==> src/rtl/pim_dma_master_pkg.sv <==
// Shared definitions for the PIM DMA master: op codes, status word constants and FSM states.
package pim_dma_master_pkg;

  localparam logic [31:0] STATUS_ADDR_DEFAULT = 32'h0000_0FFC;
  localparam logic [7:0]  STATUS_MAGIC        = 8'hD0;

  localparam logic [1:0] OP_COPY = 2'b00;
  localparam logic [1:0] OP_ADD  = 2'b01;
  localparam logic [1:0] OP_XOR  = 2'b10;

  typedef enum logic [2:0] {
    S_IDLE,
    S_RD,
    S_WR,
    S_STAT,
    S_DONE
  } state_e;

endpackage

==> src/rtl/pim_dma_master_word_op.sv <==
// Combinational word transform applied between read and write; the reserved op behaves as copy.
module pim_dma_master_word_op
  import pim_dma_master_pkg::*;
(
  input  logic [1:0]  op,
  input  logic [31:0] operand,
  input  logic [31:0] rdata,
  output logic [31:0] wdata
);

  always_comb begin
    wdata = rdata;
    case (op)
      OP_ADD:  wdata = rdata + operand;
      OP_XOR:  wdata = rdata ^ operand;
      default: wdata = rdata;
    endcase
  end

endmodule

==> src/rtl/pim_dma_master.sv <==
// Second bus master: reads len words from src, transforms them, writes them to dst, then posts a status word.
//   state  | meaning
//   IDLE   | waiting for start
//   RD     | read strobe for current source word
//   WR     | write transformed word to destination
//   STAT   | write completion word to status location
//   DONE   | one-cycle done pulse
module pim_dma_master
  import pim_dma_master_pkg::*;
#(
  parameter logic [31:0] STATUS_ADDR = STATUS_ADDR_DEFAULT,
  parameter int          LEN_W       = 10
) (
  input  logic             clk,
  input  logic             reset,
  input  logic             start,
  input  logic [31:0]      src_addr,
  input  logic [31:0]      dst_addr,
  input  logic [LEN_W-1:0] len,
  input  logic [1:0]       op,
  input  logic [31:0]      operand,
  output logic             busy,
  output logic             done,
  output logic             err,
  output logic [31:0]      mem_addr,
  output logic             mem_rstrb,
  output logic [31:0]      mem_wdata,
  output logic [3:0]       mem_wmask,
  input  logic [31:0]      mem_rdata,
  input  logic             mem_rbusy,
  input  logic             mem_wbusy
);

  state_e           state, state_nx;
  logic [31:0]      src_ptr, dst_ptr, operand_q, op_wdata, status_word;
  logic [1:0]       op_q;
  logic [LEN_W-1:0] len_q, cnt;
  logic             err_nx, wrote_q, last_word;

  pim_dma_master_word_op u_word_op (
    .op      (op_q),
    .operand (operand_q),
    .rdata   (mem_rdata),
    .wdata   (op_wdata)
  );

  assign last_word   = (cnt + LEN_W'(1)) == len_q;
  assign status_word = {STATUS_MAGIC, {(23-LEN_W){1'b0}}, err_nx, cnt};

  // Protocol checks: read must be acknowledged in WR, a write must be acknowledged the cycle after it.
  always_comb begin
    err_nx = err;
    case (state)
      S_IDLE:      if (start) err_nx = 1'b0;
      S_WR:        if (!mem_rbusy) err_nx = 1'b1;
      S_RD, S_STAT: if (wrote_q && !mem_wbusy) err_nx = 1'b1;
      default:     err_nx = err;
    endcase
  end

  always_ff @(posedge clk) begin
    if (reset) state <= S_IDLE;
    else       state <= state_nx;
  end

  always_comb begin
    state_nx  = state;
    busy      = 1'b0;
    done      = 1'b0;
    mem_addr  = 32'h0;
    mem_rstrb = 1'b0;
    mem_wdata = 32'h0;
    mem_wmask = 4'h0;
    case (state)
      S_IDLE: if (start) state_nx = (len == '0) ? S_STAT : S_RD;
      S_RD: begin
        busy      = 1'b1;
        mem_addr  = src_ptr;
        mem_rstrb = 1'b1;
        state_nx  = S_WR;
      end
      S_WR: begin
        busy      = 1'b1;
        mem_addr  = dst_ptr;
        mem_wmask = 4'hF;
        mem_wdata = op_wdata;
        state_nx  = last_word ? S_STAT : S_RD;
      end
      S_STAT: begin
        busy      = 1'b1;
        mem_addr  = {STATUS_ADDR[31:2], 2'b00};
        mem_wmask = 4'hF;
        mem_wdata = status_word;
        state_nx  = S_DONE;
      end
      S_DONE: begin
        done     = 1'b1;
        state_nx = S_IDLE;
      end
      default: state_nx = S_IDLE;
    endcase
  end

  always_ff @(posedge clk) begin
    if (reset) begin
      src_ptr   <= 32'h0;
      dst_ptr   <= 32'h0;
      operand_q <= 32'h0;
      op_q      <= 2'b00;
      len_q     <= '0;
      cnt       <= '0;
      err       <= 1'b0;
      wrote_q   <= 1'b0;
    end else begin
      err     <= err_nx;
      wrote_q <= (state == S_WR) || (state == S_STAT);
      if (state == S_IDLE && start) begin
        src_ptr   <= {src_addr[31:2], 2'b00};
        dst_ptr   <= {dst_addr[31:2], 2'b00};
        operand_q <= operand;
        op_q      <= op;
        len_q     <= len;
        cnt       <= '0;
      end else if (state == S_WR) begin
        src_ptr <= src_ptr + 32'd4;
        dst_ptr <= dst_ptr + 32'd4;
        cnt     <= cnt + LEN_W'(1);
      end
    end
  end

endmodule

==> config.mk <==
export PLATFORM = sky130hd
export DESIGN_NAME = pim_dma_master
export DESIGN_NICKNAME = d
export VERILOG_FILES = /design/src/rtl/pim_dma_master_pkg.sv /design/src/rtl/pim_dma_master_word_op.sv /design/src/rtl/pim_dma_master.sv
export SDC_FILE = /design/constraint.sdc
export NUM_CORES = 1
export LEC_CHECK = 0
export CAP_MARGIN = 20
export CELL_PAD_IN_SITES_DETAIL_PLACEMENT = 0
export CELL_PAD_IN_SITES_GLOBAL_PLACEMENT = 1
export CORE_ASPECT_RATIO = 2
export CORE_MARGIN = 5
export CORE_UTILIZATION = 32
export DETAILED_ROUTE_END_ITERATION = 6
export PLACE_DENSITY = 0.81
export SLEW_MARGIN = 20
export SYNTH_ARGS = -nofsm -noshare
export SYNTH_HDL_FRONTEND = slang
export SYNTH_SLANG_ARGS = --single-unit
==> constraint.sdc <==
create_clock -name clk -period 2.64 [get_ports clk]
set_input_delay 0.264 -clock clk [delete_from_list [all_inputs] [get_ports clk]]
set_output_delay 0.264 -clock clk [all_outputs]
set_load 0.02 [all_outputs]
==> impl_metrics.json, run 1 <==
{
  "synthTopCellsByArea": "dfxtp_1 (29%), nand2_1 (8.2%), a21oi_1 (6.7%)",
  "grt_pass1_wl_mm": 51.0,
  "route.detailed.drc": 7,
  "fin_total_pwr_mw": 6.36,
  "power.density_nw_per_um2": 490,
  "maxCapViolations": 0,
  "initial_core_util_pct": 32.5,
  "grt_start_max_net_pins": 77,
  "dr.pass1.iters": 7,
  "multi_input_area_um2": 6090,
  "final_common_cell": "nand2_1",
  "wl_mm": 33.4,
  "ant_nets": 0,
  "slew_headroom_pct": 57.2,
  "ys_types": 71,
  "async_reset_ff_share_pct": 0,
  "worst_pin_slew_ns": 0.639,
  "crit_arrival_ns": 3.06,
  "dp_hpwl_mm": 25.4,
  "rows": 83,
  "die_area_um2": 29500,
  "drive_gt1_share_pct": 22.0,
  "fmax_ghz": 0.301,
  "die_h_um": 238,
  "num_io_pins": 217,
  "startpoint_type": "input port",
  "cp_slowest_stage_delay_ns": 0.47,
  "synth_edf_count": 0,
  "fillers": 2580,
  "path_common_cell": "buf_4",
  "fin_util_pct": 50.6,
  "crit_type": "input port to output port",
  "synth_top_area_cell": "dfxtp_1",
  "grt_overflow_total": 0,
  "worst_hold_path_type": "input port to flip-flop",
  "final_cell_mix": "nand2_1 (180), clkdlybuf4s50_1 (175), buf_4 (166)",
  "crit_chain": "clkdlybuf4s50_1 -> buf_4 -> fa_2 -> nand3_4 -> a21oi_4 -> nor2_4 -> o21ai_4 -> a221o_1 -> a311oi_2 -> buf_4 -> o41ai_4 -> xnor2_1 -> o22ai_2 -> buf_6",
  "yosysSeqAreaShare_pct": 28.6,
  "htree_levels": 4,
  "critPathMaxFanout": 2,
  "vias": 9660,
  "leakagePower_nw": 5.14,
  "synth.avg_cell_area_um2": 7.24,
  "die-width_um": 124,
  "post_drt_wl_per_cell_um": 18.4,
  "core_um2": 25700,
  "timing.final.max_slew_violations": 0,
  "cts_sinks": 119,
  "root_buffer": "clkbuf_16",
  "post-synth-top-area-fraction_pct": 28.6,
  "cts_hold_buf": 0,
  "finalSetupViolCount": 29,
  "syn_area_um2": 8330,
  "clkTransAtPathRegs_ns": 0.06,
  "outcome": "complete, but fails checks",
  "via_per_inst": 5.33,
  "io_buffers": 210,
  "fin_ws_ns": -0.683,
  "fin_crit_ns": 3.32,
  "finClkSkew_ns": 0.00962,
  "clk_path_buf_depth": 2,
  "place.gp.congestion": 0.882,
  "endpoint_kind": "output port",
  "ys_warn_count": 0,
  "rsz0062_at_grt": "yes",
  "syn_inst": 1151,
  "diodes": 0,
  "grt_pass1_vias": 9792,
  "ff_latch_area_um2": 2390,
  "clk_latency_ns": 0.43,
  "irDropWorstVdd_v": 0.000405,
  "ys_ff_latch": 119,
  "antenna_found_initial": 0,
  "violations": "design-rule violations, negative setup slack",
  "cts_tree": "yes",
  "drt_iter0_drc": 478,
  "yosys_most_used_dff": "dfxtp_1",
  "grt_usage_pct": 22.3,
  "fin_nets": 1644,
  "whs_ns": 0.325,
  "finalHoldViolations": 0,
  "cts_buffers": 17,
  "critical_path_required_ns": 2.38,
  "cpMaxStageDelayCell": "clkdlybuf4s50_1",
  "area_delta_synth_final_pct": 56.0,
  "post-route-period-util_pct": 126
}
-- stage by stage --
stage	TNS (ns)	instance area [um^2]	std cells	setup slack (ns)
after CTS	-14.44	12700	1808	-0.732
after floorplan	-0.0876	8470	1152	-0.0668
final	-13.33	13000	1814	-0.683
after global routing	-16.56	13000	1814	-0.772
after detailed placement	-26.05	11800	1761	-1.21
after global placement	-25.22	11800	1761	-1.17
-- power by group --
group	leakage (nW)	switching, mW	internal, mW
clock network	0.295	0.872	1.57
registers	0.983	0.133	1.93
logic	3.86	0.941	0.906
total	5.14	1.95	4.41
-- final timing paths --
path / to / cells after the start / slack (ns) / startpoint
max: mem_wdata[28] / 14 / -0.68 / mem_rdata[1]
min: src_ptr[5] / 2 / 0.33 / reset
max reg2reg: src_ptr[11] / 8 / 0.20 / state[2]
min reg2reg: operand_q[20] / 2 / 0.46 / operand_q[20]
-- synthesized netlist by cell type (9+ instances only) --
library cell and n:
nor2b_1 9, inv_1 13, a21o_1 15, a221oi_1 15
a31oi_1 10, nand4_1 23, xnor2_1 31, a211oi_1 42
dfxtp_1 119, and3_1 15, ha_1 36, clkbuf_1 66
nor3_1 22, buf_1 11, or3_1 10, nand3_1 24
o21ai_0 66, a311oi_1 9, nor2_1 140, xor2_1 44
a22o_1 19, nor4_1 10, nand2_1 182, a21oi_1 111
-- layer usage --
layer  vias up  wire [um]  track usage, %
li1       4738          -               -
met1      4558      11800            21.9
met2       265      18300            42.4
met3        99       1200            3.25
met4         0       2070            13.1
met5         -          0               0
-- registers in the layout, summed over array words and instances, names as in the netlist --
| name | cells |
|---|---|
| operand_q | 32 |
| dst_ptr | 30 |
| src_ptr | 30 |
| cnt | 10 |
| len_q | 10 |
| state | 3 |
| op_q | 2 |
| err | 1 |
| wrote_q | 1 |
-- critical path, delay by kind of cell --
family                   cells  cell delay, ns
buffers and inverters        4            0.98
AND/OR/NAND/NOR              2            0.23
adder cells (fa/ha/maj)      1            0.42
XOR/XNOR                     1            0.23
AO/OA/AOI/OAI                6            0.92
-- cells by family after synthesis --
logic type / after synthesis / synth area share (%)
flip-flops: 119 / 28.6
other: 1 / 0.0450
XOR/XNOR: 75 / 7.89
adder cells (fa/ha/maj): 37 / 5.65
AO/OA/AOI/OAI: 340 / 26.2
multiplexers: 8 / 0.977
AND/OR/NAND/NOR: 470 / 25.6
buffers and inverters: 101 / 4.96
-- cell type report --
cell class,instances,area share (%)
Multi-Input combinational cell,932,46.9
Timing Repair Buffer,378,26.3
Sequential cell,119,18.4
Clock buffer,23,3.76
Tap cell,340,3.28
Clock inverter,8,0.925
Inverter,14,0.405
-- timing repair --
| action | CTS | global route |
|---|---|---|
| endpoints found under the hold margin | 0 | 0 |
| pin swaps | 41 | 46 |
| gates cloned | 0 | 0 |
| setup endpoints to repair | 33 | 39 |
| resized for setup | 190 | 64 |
| setup buffers | 17 | 7 |
Note: power is estimated with default switching activity, not from simulation.
==> inputs of run 2 (changes only) <==
--- a/config.mk
+++ b/config.mk
@@ -9,7 +9,7 @@
 export CELL_PAD_IN_SITES_DETAIL_PLACEMENT = 0
 export CELL_PAD_IN_SITES_GLOBAL_PLACEMENT = 1
 export CORE_ASPECT_RATIO = 2
-export CORE_MARGIN = 5
+export CORE_MARGIN = 8
 export CORE_UTILIZATION = 32
 export DETAILED_ROUTE_END_ITERATION = 6
 export PLACE_DENSITY = 0.81
==> impl_metrics.json, run 2 (synthesis gave the netlist of run 1 again) <==
{
  "clkPwrFrac_pct": 38.3,
  "die_h_um": 244,
  "cts_hold_buf": 0,
  "final_cell_mix": "nand2_1 (180), clkdlybuf4s50_1 (173), buf_4 (156)",
  "p_int_mw": 4.38,
  "ant_nets": 0,
  "place.gp.congestion": 0.886,
  "irDropWorstVdd_v": 0.000375,
  "dpl_worst_slack_ns": -1.25,
  "post-route-period-util_pct": 128,
  "fin_util_pct": 50.5,
  "grt_pass1_vias": 9941,
  "power_frac_seq_pct": 32.5,
  "grt_overflow_total": 0,
  "finalSetupViolCount": 28,
  "cpMaxStageDelayCell": "dfxtp_4",
  "r2r_end": "dst_ptr[30]",
  "hp-start": "reset",
  "drive_gt1_share_pct": 21.3,
  "crit_arrival_ns": 3.12,
  "rsz0062_at_grt": "yes",
  "violations": "negative setup slack",
  "startpoint_type": "flip-flop",
  "grt_usage_pct": 21.5,
  "fin_tns_setup_ns": -13.45,
  "num_io_pins": 217,
  "timing.final.max_slew_violations": 0,
  "worstHoldEndpoint": "src_ptr[5]",
  "rows": 83,
  "dp_hpwl_mm": 26.1,
  "diodes": 0,
  "ff_latch_area_um2": 2400,
  "multi_input_area_um2": 6050,
  "clk_latency_ns": 0.44,
  "cts_tree": "yes",
  "fmax_ghz": 0.296,
  "fin_crit_ns": 3.38,
  "root_buffer": "clkbuf_16",
  "cts_sinks": 119,
  "grt_start_max_net_pins": 51,
  "post_drt_wl_per_cell_um": 19.2,
  "critPathMaxFanout": 4,
  "via_per_inst": 5.36,
  "io_buffers": 210,
  "p_sw_mw": 1.97,
  "worst_pin_slew_ns": 0.663,
  "reg2reg_from": "dst_ptr[11]",
  "vias": 9702,
  "fin_nets": 1640,
  "die-width_um": 130,
  "drt_iter0_drc": 432,
  "grt_pass1_wl_mm": 52.9,
  "maxCapViolations": 0,
  "clk_path_buf_depth": 2,
  "worst_hold_path_type": "input port to flip-flop",
  "slew_headroom_pct": 55.6,
  "worst_hold_path.num_cells": 2,
  "antenna_found_initial": 0,
  "core_um2": 25700,
  "cp_slowest_stage_delay_ns": 0.36,
  "combPwrFrac_pct": 29.1,
  "power.density_nw_per_um2": 491,
  "swShare_pct": 31.0,
  "critical_path.top_delay_family": "compound AO/OA/AOI/OAI gates",
  "fin_ws_ns": -0.740,
  "reg2reg_depth": 9,
  "crit_chain": "ha_4 -> a211oi_4 -> o21bai_2 -> nor3b_2 -> o21ai_2 -> a41oi_4 -> o31a_4 -> a21oi_4 -> and4bb_1 -> or3_4 -> buf_6",
  "largest_reg_flops": 32,
  "wl_mm": 34.7,
  "final_common_cell": "nand2_1",
  "outcome": "complete, but fails checks",
  "initial_core_util_pct": 32.5,
  "critical_path_required_ns": 2.38,
  "regMostFlops": "operand_q",
  "largest_registers": "operand_q x32, dst_ptr x30, src_ptr x30",
  "area_delta_synth_final_pct": 55.5,
  "crit_type": "flip-flop to output port",
  "finClkSkew_ns": 0.00659,
  "leakagePower_nw": 5.11,
  "clkTransAtPathRegs_ns": 0.06,
  "finalHoldViolations": 0,
  "r2r_slack_ns": 0.18,
  "dr.pass1.iters": 5,
  "critPathBufInv": 1,
  "htree_levels": 4,
  "route.detailed.drc": 0,
  "die_area_um2": 31800,
  "cts_buffers": 17,
  "endpoint_kind": "output port",
  "fillers": 2554
}
[run 2: cell count changes in the layout (fill, tap and decap cells not counted), moves of 4 or more]
cell      delta
o21ai_2      +6
a221oi_2     -4
a21oi_2      -6
buf_4       -10
a221oi_1     +4
o21ai_1      -5
a21oi_1      +5
[run 2: worst max-delay path by stage]
stage / cells past startpoint / end / slack (ns) / from
6_report: 11 / mem_wdata[25] / -0.74 / operand_q[1]
5_1_grt: 11 / mem_wdata[25] / -0.83 / operand_q[1]
4_1_cts: 13 / mem_wdata[24] / -0.76 / operand_q[0]
3_5_place_dp: 12 / mem_wdata[29] / -1.25 / mem_rdata[3]
3_3_place_gp: 12 / mem_wdata[29] / -1.23 / mem_rdata[3]
2_1_floorplan: 11 / mem_wdata[24] / -0.07 / operand_q[0]
[run 2: through the flow]
stage / cell area, um^2 / power [mW] / instances / hold WS, ns
finish: 12900 / 6.35 / 1809 / 0.287
global route: 12900 / 6.64 / 1809 / 0.318
CTS: 12700 / 6.34 / 1801 / 0.273
detailed placement: 11800 / 3.80 / 1759 / 0.452
global placement: 11800 / 3.78 / 1759 / 0.446
floorplan: 8470 / 2.96 / 1152 / 0.392
[run 2: timing repair]
item	in CTS	in global routing
setup endpoints to repair	52	32
buffers inserted	14	8
pin swaps	61	49
gates cloned	0	1
resized for setup	206	49
[run 2: per-layer routing]
metal | track usage, % | vias to the layer above | share of wire [%]
met1 | 19.9 | 4624 | 35
met2 | 42.4 | 264 | 56
met4 | 11.1 | 0 | 4.3
met3 | 3.95 | 71 | 4.5
li1 | - | 4743 | -
met5 | 0 | - | 0
[run 2: cell type report]
class	count	share of cell area, %
Multi-Input combinational cell	932	46.7
Timing Repair Buffer	374	26.5
Sequential cell	119	18.5
Clock buffer	22	3.66
Tap cell	340	3.29
Clock inverter	8	0.947
Inverter	14	0.406
[run 2: worst register-to-register path: cells and delay by family, from the launching register on]
kind	cells	cell delay, ns
AND/OR/NAND/NOR	7	1.58
flip-flops	1	0.39
AO/OA/AOI/OAI	1	0.25
XOR/XNOR	1	0.16
[run 2: power groups by stage]
| stage | Combinational, mW | Sequential (mW) | Clock [mW] |
|---|---|---|---|
| 2_1_floorplan | 0.903 | 2.06 | 0 |
| 3_3_place_gp | 1.68 | 2.10 | 0 |
| 3_5_place_dp | 1.69 | 2.10 | 0 |
| 4_1_cts | 1.79 | 2.07 | 2.48 |
| 5_1_grt | 2.01 | 2.08 | 2.55 |
| 6_report | 1.85 | 2.07 | 2.43 |
==> inputs of run 3 (changes only) <==
--- a/config.mk
+++ b/config.mk
@@ -12,7 +12,7 @@
 export CORE_MARGIN = 8
 export CORE_UTILIZATION = 32
 export DETAILED_ROUTE_END_ITERATION = 6
-export PLACE_DENSITY = 0.81
+export PLACE_DENSITY = 0.88
 export SLEW_MARGIN = 20
 export SYNTH_ARGS = -nofsm -noshare
 export SYNTH_HDL_FRONTEND = slang
==> impl_metrics.json, run 3 (synthesis gave the netlist of run 1 again) <==
{
  "outcome": "complete, but fails checks",
  "violations": "negative setup slack",
  "die_area_um2": 31800,
  "area_delta_synth_final_pct": 56.6,
  "power.density_nw_per_um2": 484,
  "crit_arrival_ns": 3.12,
  "route.detailed.drc": 0,
  "fin_nets": 1639,
  "largest_registers": "operand_q x32, dst_ptr x30, src_ptr x30",
  "grt_overflow_total": 0,
  "finClkSkew_ns": 0.00726,
  "timing.final.max_slew_violations": 0,
  "grt_pass1_vias": 9990,
  "startpoint_type": "flip-flop",
  "finalHoldViolations": 0,
  "clkPwrFrac_pct": 37.6,
  "via_per_inst": 5.36,
  "drt_iter0_drc": 607,
  "wl_mm": 33.9,
  "crit_type": "flip-flop to output port",
  "stdcell_area_um2": 13000,
  "clkTransAtPathRegs_ns": 0.06,
  "finalSetupViolCount": 28,
  "endpoint_kind": "output port",
  "final_common_cell": "nand2_1",
  "num_io_pins": 217,
  "ant_nets": 0,
  "diodes": 0,
  "dr.pass1.iters": 5,
  "irDropWorstVdd_v": 0.000382,
  "combPwrFrac_pct": 29.6,
  "whs_ns": 0.358,
  "cts_sinks": 119,
  "drive_gt1_share_pct": 22.4,
  "core_um2": 25700,
  "post_drt_wl_per_cell_um": 18.8,
  "root_buffer": "clkbuf_16",
  "fmax_ghz": 0.295,
  "largest_reg_flops": 32,
  "cts_tree": "yes",
  "final_cell_mix": "nand2_1 (180), clkdlybuf4s50_1 (158), buf_4 (156)",
  "critical_path_required_ns": 2.38,
  "grt_start_max_net_pins": 82,
  "rsz0062_at_grt": "yes",
  "place.gp.congestion": 0.920,
  "power_frac_seq_pct": 32.7,
  "rows": 83,
  "grt_pass1_wl_mm": 52.2,
  "initial_core_util_pct": 32.5,
  "leakagePower_nw": 5.41,
  "regMostFlops": "operand_q",
  "die_h_um": 244,
  "p_int_mw": 4.36,
  "fin_total_pwr_mw": 6.32,
  "fin_crit_ns": 3.39,
  "htree_levels": 4,
  "worst_hold_path_type": "input port to flip-flop",
  "vias": 9699,
  "clk_latency_ns": 0.44,
  "p_sw_mw": 1.96,
  "place_area_um2": 11800,
  "post-route-period-util_pct": 128,
  "die-width_um": 130,
  "maxCapViolations": 0,
  "worst_pin_slew_ns": 0.859,
  "cts_buffers": 17,
  "io_buffers": 210,
  "fin_ws_ns": -0.746,
  "critPathMaxFanout": 3,
  "slew_headroom_pct": 42.7,
  "swShare_pct": 31.0,
  "grt_usage_pct": 21.2,
  "dp_hpwl_mm": 25.7,
  "antenna_found_initial": 0,
  "clk_path_buf_depth": 2
}
-- run 3: cell count changes in the layout (fill, tap and decap cells not counted), moves of 3 or more --
cell / previous run / this run
xnor2_2: 1 / 4
xnor2_1: 30 / 27
nor3_2: 7 / 4
a21oi_2: 5 / 8
clkdlybuf4s50_1: 173 / 158
buf_6: 23 / 28
dlymetal6s2s_1: 2 / 16
nor3_1: 17 / 20
-- run 3: power by group through the flow --
stage | Combinational (mW) | Clock (mW) | Sequential (mW)
after floorplan | 0.903 | 0 | 2.06
after global placement | 1.67 | 0 | 2.10
after detailed placement | 1.69 | 0 | 2.10
after CTS | 1.79 | 2.44 | 2.07
after global routing | 2.02 | 2.52 | 2.08
final | 1.87 | 2.38 | 2.07
-- run 3: metal layers --
layer,GRT usage [%],share of wire (%),up-vias
met4,14.9,6.1,0
met2,39.6,55,272
met5,0,0,-
met1,19.7,34,4600
met3,4.45,4.7,97
li1,-,-,4730
-- run 3: final timing paths --
| kind | from | endpoint | slack, ns | cells after the start |
|---|---|---|---|---|
| max reg2reg | dst_ptr[11] | dst_ptr[31] | 0.20 | 9 |
| max | operand_q[0] | mem_wdata[25] | -0.75 | 12 |
| min reg2reg | operand_q[20] | operand_q[20] | 0.46 | 2 |
| min | operand[1] | operand_q[1] | 0.36 | 3 |
-- run 3: final cells by class --
class | count | area [um^2]
fill | 2473 | 12600
multi-input combinational | 932 | 6120
timing repair buffer | 373 | 3450
sequential | 119 | 2400
clock buffer | 25 | 505
tap | 340 | 425
clock inverter | 7 | 91.3
inverter | 14 | 56.3
-- run 3: worst max-delay path, cell delays in order (launching register included) --
cell	delay (ns)
dfxtp_2	0.33
ha_4	0.17
buf_6	0.12
a211oi_4	0.28
o21bai_2	0.11
nor3b_2	0.20
o21ai_2	0.10
a41oi_2	0.31
o31a_2	0.23
a21oi_4	0.07
and4bb_1	0.20
or3_4	0.41
buf_6	0.14
-- run 3: stage by stage --
step                setup TNS (ns)  std cells  setup slack, ns  util [%]
floorplan                  -0.0876       1152          -0.0668         -
global placement            -25.86       1760            -1.15      46.1
detailed placement          -26.41       1760            -1.19      46.1
CTS                         -13.22       1801           -0.706      49.6
global route                -16.62       1810           -0.847      50.9
finish                      -12.93       1810           -0.746      50.9
-- run 3: timing repair --
action | CTS | global route
cloned | 0 | 1
gates resized for setup | 221 | 80
buffers inserted | 10 | 9
endpoints found under the setup margin | 52 | 42
pin swaps | 55 | 59
hold buffers | 0 | 0
